[config.mk]
export PLATFORM = sky130hd
export DESIGN_NAME = fifo_tx_rd_ctrl
export DESIGN_NICKNAME = d
export VERILOG_FILES = /design/src/rtl/fifo_ctrl_pkg.sv /design/src/rtl/rd_prefetch_buf.sv /design/src/rtl/fifo_tx_rd_ctrl.sv
export SDC_FILE = /design/constraint.sdc
export NUM_CORES = 1
export LEC_CHECK = 0
export ABC_CLOCK_PERIOD_IN_PS = 5700
export CAP_MARGIN = 20
export CORE_MARGIN = 1
export CORE_UTILIZATION = 50
export CTS_CLUSTER_DIAMETER = 120
export CTS_CLUSTER_SIZE = 10
export DETAILED_ROUTE_END_ITERATION = 12
export PLACE_DENSITY_LB_ADDON = 0.05
export REMOVE_ABC_BUFFERS = 1
export SYNTH_ARGS = -nofsm -noshare
export SYNTH_HDL_FRONTEND = slang
export SYNTH_HIERARCHICAL = 1
export SYNTH_SLANG_ARGS = --single-unit
[constraint.sdc]
create_clock -name clk -period 5.7 [get_ports clk]
set_clock_uncertainty 0.1 [all_clocks]
set_input_delay 0.57 -clock clk [delete_from_list [all_inputs] [get_ports clk]]
set_output_delay 0.57 -clock clk [all_outputs]
set_load 0.01 [all_outputs]
[src/rtl/fifo_ctrl_pkg.sv]
// rtl/fifo_ctrl_pkg.sv - shared types and helpers for the FIFO read-side TX controller
// Purpose: state encoding, prefetch depth and the frame-last extraction helper.
// Ports: none (package).
package fifo_ctrl_pkg;

  typedef enum logic [1:0] {
    IDLE   = 2'd0,
    STREAM = 2'd1,
    GAP    = 2'd2
  } state_t;

  localparam int BUF_DEPTH = 2;

  // Upper bound on FIFO word width accepted by word_last; callers zero-extend.
  localparam int MAX_WORD_W = 1024;
  localparam int IDX_W      = $clog2(MAX_WORD_W);

  // The frame-last flag sits just above the payload bits.
  function automatic logic word_last(input logic [MAX_WORD_W-1:0] word,
                                     input logic [IDX_W-1:0]      data_width);
    return word[data_width];
  endfunction

endpackage

[src/rtl/rd_prefetch_buf.sv]
// rtl/rd_prefetch_buf.sv - two-entry {last, data} prefetch buffer
// Purpose: holds words returned by the FIFO until the stream accepts them.
// Ports:
//   clk, reset  - clock, asynchronous active-high reset
//   push        - write push_word this cycle
//   push_word   - incoming {last, data} word
//   pop         - drop the head word this cycle
//   head_word   - oldest stored word (entry 0)
//   occ         - number of stored words, 0..2
module rd_prefetch_buf
  import fifo_ctrl_pkg::*;
#(
  parameter int WORD_W = 9
) (
  input  logic              clk,
  input  logic              reset,
  input  logic              push,
  input  logic [WORD_W-1:0] push_word,
  input  logic              pop,
  output logic [WORD_W-1:0] head_word,
  output logic [1:0]        occ
);

  logic [WORD_W-1:0] entry0;
  logic [WORD_W-1:0] entry1;

  // Entry 0 is always the head, so the stream output never needs a mux.
  always_ff @(posedge clk or posedge reset) begin
    if (reset) begin
      entry0 <= '0;
      entry1 <= '0;
      occ    <= '0;
    end else begin
      case ({push, pop})
        2'b10: begin
          if (occ == 2'd0) entry0 <= push_word;
          else             entry1 <= push_word;
          if (occ != 2'(BUF_DEPTH)) occ <= occ + 2'd1;
        end
        2'b01: begin
          entry0 <= entry1;
          occ    <= occ - 2'd1;
        end
        2'b11: begin
          // occ stays unchanged; the credit rule keeps occ below 2 here.
          if (occ == 2'd1) begin
            entry0 <= push_word;
          end else begin
            entry0 <= entry1;
            entry1 <= push_word;
          end
        end
        default: ;
      endcase
    end
  end

  assign head_word = entry0;

endmodule

[src/rtl/fifo_tx_rd_ctrl.sv]
// rtl/fifo_tx_rd_ctrl.sv - async FIFO read-side controller driving an AXI-Stream TX MAC
// Purpose: prefetches FIFO words, streams them out, enforces an inter-frame gap and counts frames.
// Ports:
//   clk, reset       - read-domain clock, asynchronous active-high reset
//   fifo_rd_data     - FIFO word {last, data}, valid the cycle after fifo_rd_en
//   fifo_empty       - FIFO empty flag
//   fifo_rd_en       - FIFO read enable
//   m_axis_*         - stream master (tdata, tlast, tvalid, tready)
//   enable           - permits the start of a new frame
//   busy             - state machine is outside IDLE
//   frame_count      - completed frames, wraps
module fifo_tx_rd_ctrl
  import fifo_ctrl_pkg::*;
#(
  parameter int DATA_WIDTH = 8,
  parameter int IFG_CYCLES = 12,
  parameter int CNT_WIDTH  = 16
) (
  input  logic                  clk,
  input  logic                  reset,
  input  logic [DATA_WIDTH:0]   fifo_rd_data,
  input  logic                  fifo_empty,
  output logic                  fifo_rd_en,
  output logic [DATA_WIDTH-1:0] m_axis_tdata,
  output logic                  m_axis_tlast,
  output logic                  m_axis_tvalid,
  input  logic                  m_axis_tready,
  input  logic                  enable,
  output logic                  busy,
  output logic [CNT_WIDTH-1:0]  frame_count
);

  localparam int WORD_W = DATA_WIDTH + 1;
  localparam int GAP_W  = (IFG_CYCLES > 1) ? $clog2(IFG_CYCLES) : 1;
  localparam logic [GAP_W-1:0] GAP_LOAD = (IFG_CYCLES > 0) ? GAP_W'(IFG_CYCLES - 1) : '0;
  localparam state_t AFTER_LAST = (IFG_CYCLES == 0) ? IDLE : GAP;

  state_t            state;
  state_t            next_state;
  logic              inflight;
  logic [1:0]        occ;
  logic [WORD_W-1:0] head_word;
  logic              head_last;
  logic              pop;
  logic              last_beat;
  logic [2:0]        credit_used;
  logic [GAP_W-1:0]  gap_cnt;

  rd_prefetch_buf #(
    .WORD_W (WORD_W)
  ) u_buf (
    .clk       (clk),
    .reset     (reset),
    .push      (inflight),
    .push_word (fifo_rd_data),
    .pop       (pop),
    .head_word (head_word),
    .occ       (occ)
  );

  assign head_last    = word_last(MAX_WORD_W'(head_word), IDX_W'(DATA_WIDTH));
  assign m_axis_tdata = head_word[DATA_WIDTH-1:0];
  assign m_axis_tlast = head_last;

  // Credits count stored words plus the read still in the FIFO pipeline; a
  // pop this cycle frees a slot early so back-to-back beats keep 1/cycle.
  assign credit_used = {1'b0, occ} + {2'b00, inflight} - {2'b00, pop};
  assign fifo_rd_en  = !fifo_empty && (credit_used < 3'(BUF_DEPTH));

  always_ff @(posedge clk or posedge reset) begin
    if (reset) inflight <= 1'b0;
    else       inflight <= fifo_rd_en;
  end

  // Stream valid: IDLE waits for enable, STREAM ignores it so frames finish.
  always_comb begin
    m_axis_tvalid = 1'b0;
    case (state)
      IDLE:    m_axis_tvalid = enable && (occ != 2'd0);
      STREAM:  m_axis_tvalid = (occ != 2'd0);
      default: m_axis_tvalid = 1'b0;
    endcase
  end

  assign pop       = m_axis_tvalid && m_axis_tready;
  assign last_beat = pop && head_last;

  always_ff @(posedge clk or posedge reset) begin
    if (reset) state <= IDLE;
    else       state <= next_state;
  end

  always_comb begin
    next_state = state;
    case (state)
      IDLE, STREAM: begin
        if (pop) next_state = head_last ? AFTER_LAST : STREAM;
      end
      GAP: begin
        if (gap_cnt == '0) next_state = IDLE;
      end
      default: next_state = IDLE;
    endcase
  end

  // Loaded on the tlast beat so GAP holds for exactly IFG_CYCLES cycles.
  always_ff @(posedge clk or posedge reset) begin
    if (reset) begin
      gap_cnt <= '0;
    end else if (last_beat) begin
      gap_cnt <= GAP_LOAD;
    end else if ((state == GAP) && (gap_cnt != '0)) begin
      gap_cnt <= gap_cnt - GAP_W'(1);
    end
  end

  always_ff @(posedge clk or posedge reset) begin
    if (reset)          frame_count <= '0;
    else if (last_beat) frame_count <= frame_count + CNT_WIDTH'(1);
  end

  assign busy = (state != IDLE);

endmodule

---- Word level (Yosys, flattened, before mapping) ----
Cells that the tools add are included.
operators by class
  add/subtract/negate cells ............... 6
  multipliers ............................. 0
  divide/modulo/power cells ............... 0
  magnitude comparators ................... 1
  equal/unequal tests ..................... 13
  shifts and indexed selects .............. 0
  muxes and demuxes ....................... 15
  bitwise operators ....................... 0
  reductions and logical operators ........ 21
operator list
  cell                                                                      count
  9-bit two-way mux                                                         4
  9-bit one-hot mux with 3 select lines                                     1
  9-bit one-hot mux with 2 select lines                                     1
  16-bit by 1-bit adder with 16-bit output (second input constant)          1
  2-bit inequality test (second input constant)                             5
  2-bit nonzero test                                                        5
  2-bit two-way mux                                                         4
  4-bit two-way mux                                                         2
  2-bit one-hot mux with 2 select lines                                     2
  2-bit by 1-bit == test with 1-bit output (second input constant)          3
  2-bit == test (second input constant)                                     3
  2-bit AND reduction                                                       3
  1-bit logical AND                                                         5
  2-bit logical NOT                                                         2
  4-bit logical NOT                                                         1
  2-bit by 1-bit inequality test with 1-bit output (second input constant)  2
  4-bit nonzero test                                                        1
  4-bit by 1-bit subtractor with 4-bit output (second input constant)       1
  2-bit by 1-bit adder with 3-bit output                                    1
  3-bit by 2-bit < comparator with 1-bit output (second input constant)     1
  3-bit AND reduction                                                       1
  3-bit nonzero test                                                        1
  3-bit by 1-bit subtractor with 3-bit output                               1
  2-bit by 1-bit adder with 2-bit output (second input constant)            1
  4 further kinds                                                           4
storage, ports and cells
  bits in registers ....................... 43
  latch bits .............................. 0
  bits in writable memories ............... 0
  memory bits (read-only) ................. 0
  bits of input ports ..................... 14
  output and inout bits ................... 28
  word-level logic and storage cells ...... 63
  memories ................................ 0

---- Logic depth before layout (Yosys ltp) ----
Gate-level depths: netlist of the first run.
  word-level depth ........................ 7
  depth in mapped cells ................... 7

---- By module ----
The synthesis of the first run kept the hierarchy.
modules (own cells, without submodules)
  module           times used  cells an instance  area each (um^2)
  fifo_tx_rd_ctrl  1           103                1,136.1
  rd_prefetch_buf  1           80                 967.2

---- Worst setup path before layout of the first run ----
No wires, ideal clock.
  kind .................................... input port to output port
  from .................................... input port enable
  to ...................................... output port fifo_rd_en
  data arrival time ....................... 2.487 ns
  data required time ...................... 5.030 ns
  path slack .............................. 2.543 ns
  cell stages on the path ................. 7
  buffers on the path ..................... 0
  path through ............................ nor2_1 -> nor4b_2 -> nor2b_1 -> o21ai_0 -> fa_1 -> xor2_1 -> nor3b_1
on the way
  longest elaborated chain between the ends .. 6
ends and longest elaborated chain
  item                                           line                   RTL
  start, declared                                fifo_tx_rd_ctrl.sv:28  input logic enable,
  1-bit logical AND                              fifo_tx_rd_ctrl.sv:79  IDLE: m_axis_tvalid = enable && (occ != 2'd0);
  1-bit one-hot mux with 2 select lines          fifo_tx_rd_ctrl.sv:78  case (state)
  1-bit logical AND                              fifo_tx_rd_ctrl.sv:85  assign pop = m_axis_tvalid && m_axis_tready;
  net pop                                        fifo_tx_rd_ctrl.sv:44  logic pop;
  3-bit by 1-bit subtractor with 3-bit output    fifo_tx_rd_ctrl.sv:67  assign credit_used = {1'b0, occ} + {2'b00, inflight} - {2'b00, pop};
  3-bit by 2-bit < comparator with 1-bit output  fifo_tx_rd_ctrl.sv:68  assign fifo_rd_en = !fifo_empty && (credit_used < 3'(BUF_DEPTH));
  1-bit logical AND                              fifo_tx_rd_ctrl.sv:68
  end, declared                                  fifo_tx_rd_ctrl.sv:23  output logic fifo_rd_en,
The timed path passes the listed nets, and every way through them passes these cells.

---- Worst setup path in the final report of the first run ----
Ends and elaborated chain as after synthesis.

==> out/metrics.yaml, run 1 <==
place:
  placed_cell_area_sq_um: 2520
  place.gp.congestion: 0.765
  pre_cts_ws_ns: 1.34
  portBuffers: 41
  dp.final_hpwl_um: 2790
job:
  maxCapViolCount: 0
clocking:
  htree_num_levels: 2
  cts_resized: 0
  cts_tree: "yes"
  cts_hold_buf: 0
  post_cts_buffers: 0
  cts_root_buffer: "clkbuf_8"
  clock_path_buffers: 2
  path_clk_slew_ns: 0.08
  clock_latency_ns: 0.29
  clock-sinks: 43
  cts_buffers: 5
die:
  initial_core_util_pct: 52.2
  fp.dieArea_sq_um: 4470
  pin_count: 42
  coreArea_sq_um: 4030
  core.rowCount: 23
  die_h_um: 66.9
  dieWidth_um: 66.9
synthesis:
  synth_area_leader_cell: "dfrtp_1"
  netlist_instances: 183
  synthAdderAreaFrac_pct: 4.52
  ys_seq_area_share_pct: 51.2
  synth_xor_area_share_pct: 8.33
  yosys-top-cells-area: "dfrtp_1 (51%), xnor2_1 (5.4%), mux2_2 (5.4%), mux2i_1 (4.8%), ha_1 (3.6%)"
  synth-edff-count: 0
  synth.most_common_cell: "dfrtp_1"
  synth-seq-cells: 43
  synthArstFlopShare_pct: 100
  postSynthAreaPerCell_sq_um: 11.5
  synth_top_area_share_pct: 51.2
  synth-simple-area-share_pct: 16.4
  synth_top_family_by_area: "simple AND/OR/NAND/NOR gates"
  synth_cell_types: 34
  synthMuxAreaShare_pct: 10.1
  synth_common_cells: "dfrtp_1 (43), nor2_1 (17), xnor2_1 (13)"
  synth_ff_type: "dfrtp_1"
  yosys_warnings: 6
  synth_area_sq_um: 2100
  synth_compound_area_share_pct: 5.47
grt:
  grt_pass1_wl_um: 6680
  first_global_vias: 1520
  grt_use_total_pct: 20.4
  antenna_found_initial: 0
  grt_overflow: 0
  grt_max_degree: 24
detailed_routing:
  drt-initial-drc-count: 35
  vias: 1451
  drt-wirelength-per-cell_um: 14.0
  drc: 0
  drtPass1Iterations: 4
  viasPerCell: 5.26
  antenna_left: 0
  wl_um: 3870
critical_path:
  setup.worst_path.class: "input pin to output pin"
  crit_family: "simple AND/OR/NAND/NOR gates"
  crit_top_cell: "clkdlybuf4s50_1"
  crit_arrival_ns: 3.67
  setup.worst_path.start_class: "input pin"
  cp-end-kind: "output pin"
  cp_cell_sequence: "clkdlybuf4s50_1, nor2_1, nor4b_2, nor2b_1, o21ai_0, fa_1, xor2_1, nor3b_1, clkdlybuf4s50_1"
  rr_endpoint: "inflight$_DFF_PP0_"
  slowest_delay_ns: 0.72
  required_ns: 5.03
  cp_slowest_cell: "nor4b_2"
  path_buf_inv: 2
  reg2reg_slack_ns: 2.77
  worst_r2r_startpoint: "u_buf/occ[1]$_DFFE_PP0P_"
  worstPathMaxFanout: 11
  r2r_cells: 7
sta:
  fin_crit_ns: 4.34
  fin_ws_ns: 1.36
  setup_viol: 0
  fmax_ghz: 0.230
  fin_crit_sh_pct: 76.2
  max_slew.worst_pin.slew_ns: 0.883
  final_hold_viol_count: 0
  slew_viol_final: 0
  relSlewSlack_pct: 40.7
  setup_tns_ns: 0
  rsz0062_at_grt: "no"
cells_and_area:
  finalInstanceArea_sq_um: 2610
  n_fill_cell: 327
  antenna_cells: 0
  layout-drive-gt1-share_pct: 11.1
  fin_nets: 246
  syn_to_final_growth_pct: 24.0
worst_hold_path:
  whs_path_depth: 1
  worstHoldStart: "frame_count[15]$_DFFE_PP0P_"
  hold_end: "frame_count[15]$_DFFE_PP0P_"
  min-delay-path-class: "register to register"
outcome:
  outcome: "finished clean"
power_and_ir_drop:
  peakVddDrop_mv: 0.292
  p_per_area_nw_per_um2: 459
  leakage_nw: 1.11
==> worst max-delay path by stage <==
stage	startpoint	endpoint	slack, ns	cells after the start
finish	enable	fifo_rd_en	1.36	9
detailed placement	enable	fifo_rd_en	1.34	9
global placement	enable	fifo_rd_en	1.53	9
CTS	enable	fifo_rd_en	1.32	9
global route	enable	fifo_rd_en	1.05	9
floorplan	enable	fifo_rd_en	2.53	7
==> sequential cells by signal, summed over array words and instances (netlist names) <==
signal,count
frame_count,16
gap_cnt,4
state,2
u_buf/head_word,9
inflight,1
u_buf/entry1,9
u_buf/occ,2
==> final cells by class <==
type                    instances  area (sq um)  area share [%]
well taps                      50          62.6            2.40
flip-flops and latches         43          1080            41.3
repair buffers                 41           410            15.7
inverters                       7          26.3            1.01
clock inverters                 3          20.0           0.768
clock buffers                   5          68.8            2.64
multi-input cells             127           943            36.2
==> per-layer routing <==
layer  track usage [%]  up-vias  share of wire [%]
met5                 0        -                  0
met4              6.38        0                1.2
met3              5.65        5                4.3
met1              24.3      711                 45
met2              35.2       26                 50
li1                  -      709                  -
==> through the flow <==
stage / hold slack (ns) / cells / util [%] / total power [W]
2_1_floorplan: 0.375 / 177 / - / 0.000816
3_3_place_gp: 0.363 / 268 / 62.5 / 0.000986
3_5_place_dp: 0.371 / 268 / 62.5 / 0.00102
4_1_cts: 0.386 / 276 / 64.7 / 0.00121
5_1_grt: 0.408 / 276 / 64.7 / 0.00129
6_report: 0.378 / 276 / 64.7 / 0.00120
==> cells by family (layout without fill, tap and decap cells) <==
kind of cell,after synthesis,count (layout)
compound gates,18,18
xor+xnor,20,20
fa+ha+maj,7,7
buf+inv,13,56
flops,43,43
mux,20,20
simple gates,62,62
==> report_power, final <==
part	internal [W]	switching [W]	total (W)
registers	0.000414	0.0000946	0.000508
clock network	0.0000852	0.000104	0.000189
logic	0.000265	0.000235	0.000499
==> layout by cell type (no fill, tap or decap), types with 2 or more instances in the layout <==
cell and instances:
nor2b_1 3, clkdlybuf4s50_1 41, mux2_2 10, a21boi_2 2
xor2_1 7, clkinvlp_4 2, nand3_1 8, and4_1 4
o21ai_0 2, a21oi_1 10, nor3_1 3, mux2i_1 10
nor2_1 17, clkbuf_8 5, xnor2_1 13, ha_1 6
dfrtp_1 43, nand2_1 10, and3_1 3, nand4_1 6
inv_1 7
Power figures use the tool's default switching activity.
==> run 2, diff against run 1 <==
ABC_CLOCK_PERIOD_IN_PS = 4100   (was 5700)
clock period = 4.1 ns   (was 5.7 ns; I/O delays follow)
==> run 2 against run 1 <==
Cell count up 0.36%. Clock-buffer cell count rose by 1. Wire length grew 1.8%. Register-to-register slack worse by 1.1 ns. Setup slack worse by 0.82 ns. Design area rose by 1.5%.
==> out/metrics.yaml, run 2 (same netlist as run 1, synthesis figures left out) <==
die:
  die_h_um: 66.9  # unchanged
  coreArea_sq_um: 4030  # unchanged
  core.rowCount: 23  # unchanged
  fp.dieArea_sq_um: 4470  # unchanged
  pin_count: 42  # unchanged
  initial_core_util_pct: 52.2  # unchanged
  dieWidth_um: 66.9  # unchanged
place:
  portBuffers: 41  # unchanged
  place.gp.congestion: 0.762  # -0.38%
  dp.final_hpwl_um: 2850  # +2.2%
clocking:
  htree_num_levels: 2  # unchanged
  cts_root_buffer: "clkbuf_8"
  clock-sinks: 43  # unchanged
  cts_buffers: 5  # unchanged
  path_clk_slew_ns: 0.08  # about the same
  cts_hold_buf: 0  # unchanged
  clock_path_buffers: 2  # unchanged
  cts_tree: "yes"
  clock_latency_ns: 0.28  # about the same
  post_cts_buffers: 0  # unchanged
  cts_resized: 0  # unchanged
sta:
  relSlewSlack_pct: 40.6  # -0.10 points
  rsz0062_at_grt: "no"
  final_hold_viol_count: 0  # unchanged
  setup_viol: 0  # unchanged
  fin_crit_sh_pct: 86.7
  setup_tns_ns: 0  # unchanged
  slew_viol_final: 0  # unchanged
  holdWs_ns: 0.374  # -0.00401 ns
  max_slew.worst_pin.slew_ns: 0.885  # +0.00153 ns
  fmax_ghz: 0.281
  fin_crit_ns: 3.56
detailed_routing:
  drc: 0  # unchanged
  antenna_left: 0  # unchanged
  viasPerCell: 5.23  # -0.43%
  drt-initial-drc-count: 67  # +91%
  drt-wirelength-per-cell_um: 14.2  # +1.5%
  drtPass1Iterations: 4  # unchanged
  vias: 1450  # -0.069%
  wl_um: 3940  # +1.8%
critical_path:
  setup.worst_path.class: "register to output pin"
  crit_path_end: "fifo_rd_en"
  worstPathMaxFanout: 8  # -3
  required_ns: 3.59  # -1.44 ns
  r2r_cells: 7  # unchanged
  crit_start: "u_buf/occ[1]$_DFFE_PP0P_"
  cp-end-kind: "output pin"
  reg2reg_slack_ns: 1.72  # -1.05 ns
  worst_r2r_startpoint: "u_buf/occ[1]$_DFFE_PP0P_"
  crit_arrival_ns: 3.05  # -0.62 ns
  setup.worst_path.start_class: "register"
  rr_endpoint: "inflight$_DFF_PP0_"
cells_and_area:
  mostFrequentLayoutCells: "dfrtp_1 (43), clkdlybuf4s50_1 (41), nor2_1 (17)"
  antenna_cells: 0  # unchanged
  layout_commonest_cell: "dfrtp_1"
  fin_nets: 247  # +0.41%
  largest_reg_flops: 16  # unchanged
  syn_to_final_growth_pct: 25.9
  layout-drive-gt1-share_pct: 11.5  # +0.39 points
  top_register: "frame_count"
  finish.utilization_pct: 65.7  # +0.99 points
  n_fill_cell: 333  # +1.8%
job:
  maxCapViolCount: 0  # unchanged
outcome:
  outcome: "finished clean"
power_and_ir_drop:
  peakVddDrop_mv: 0.418  # +43%
  power.total_w: 0.00176  # +47%
  leakage_nw: 1.14  # +2.4%
  p_per_area_nw_per_um2: 663  # +44%
grt:
  grt_overflow: 0  # unchanged
  first_global_vias: 1492  # -1.8%
  grt_max_degree: 24  # unchanged
  antenna_found_initial: 0  # unchanged
  grt_use_total_pct: 20.0  # -0.38 points
  grt_pass1_wl_um: 6700  # +0.30%
worst_hold_path:
  min-delay-path-class: "register to register"
run 2: metal layers:
layer	routed length [um]	share of wire, %	global-route usage (%)	vias up
met3	131	3.3	4.28	2
li1	-	-	-	713
met2	2010	51	35.2	23
met5	0	0	0	-
met4	18	0.46	4.79	0
met1	1780	45	24.7	712
run 2: worst min-delay path by stage:
stage,start,to,slack [ns],depth (start not counted)
floorplan,reset,u_buf/entry1[0]$_DFFE_PP0P_,0.27,1
global placement,frame_count[15]$_DFFE_PP0P_,frame_count[15]$_DFFE_PP0P_,0.36,1
detailed placement,frame_count[15]$_DFFE_PP0P_,frame_count[15]$_DFFE_PP0P_,0.36,1
CTS,frame_count[15]$_DFFE_PP0P_,frame_count[15]$_DFFE_PP0P_,0.38,1
global route,frame_count[15]$_DFFE_PP0P_,frame_count[15]$_DFFE_PP0P_,0.40,1
finish,frame_count[15]$_DFFE_PP0P_,frame_count[15]$_DFFE_PP0P_,0.37,1
run 2: through the flow:
step	std cells	cell area, sq um	setup slack (ns)
3_3_place_gp	269	2530	0.679
2_1_floorplan	177	2050	1.10
6_report	277	2650	0.543
5_1_grt	277	2650	0.316
3_5_place_dp	269	2530	0.588
4_1_cts	277	2650	0.525
run 2: final cells by class:
type                    instances  area (sq um)  area share, %
clock buffers                   6          82.6           3.12
clock inverters                 2          38.8           1.47
inverters                       7          26.3          0.992
multi-input cells             127           943           35.6
flip-flops and latches         43          1080           40.6
well taps                      50          62.6           2.36
repair buffers                 42           418           15.8
run 2: worst max-delay path: stages (launching register included):
cell,delay [ns]
dfrtp_1,0.53
nor2_1,0.16
nor4b_2,0.29
nor2b_1,0.24
o21ai_0,0.14
fa_1,0.40
xor2_1,0.15
nor3b_1,0.26
clkdlybuf4s50_1,0.58
run 2: power by group:
part	internal [W]	switching, W
Combinational	0.000372	0.000331
Sequential	0.000575	0.000136
Clock	0.000200	0.000142
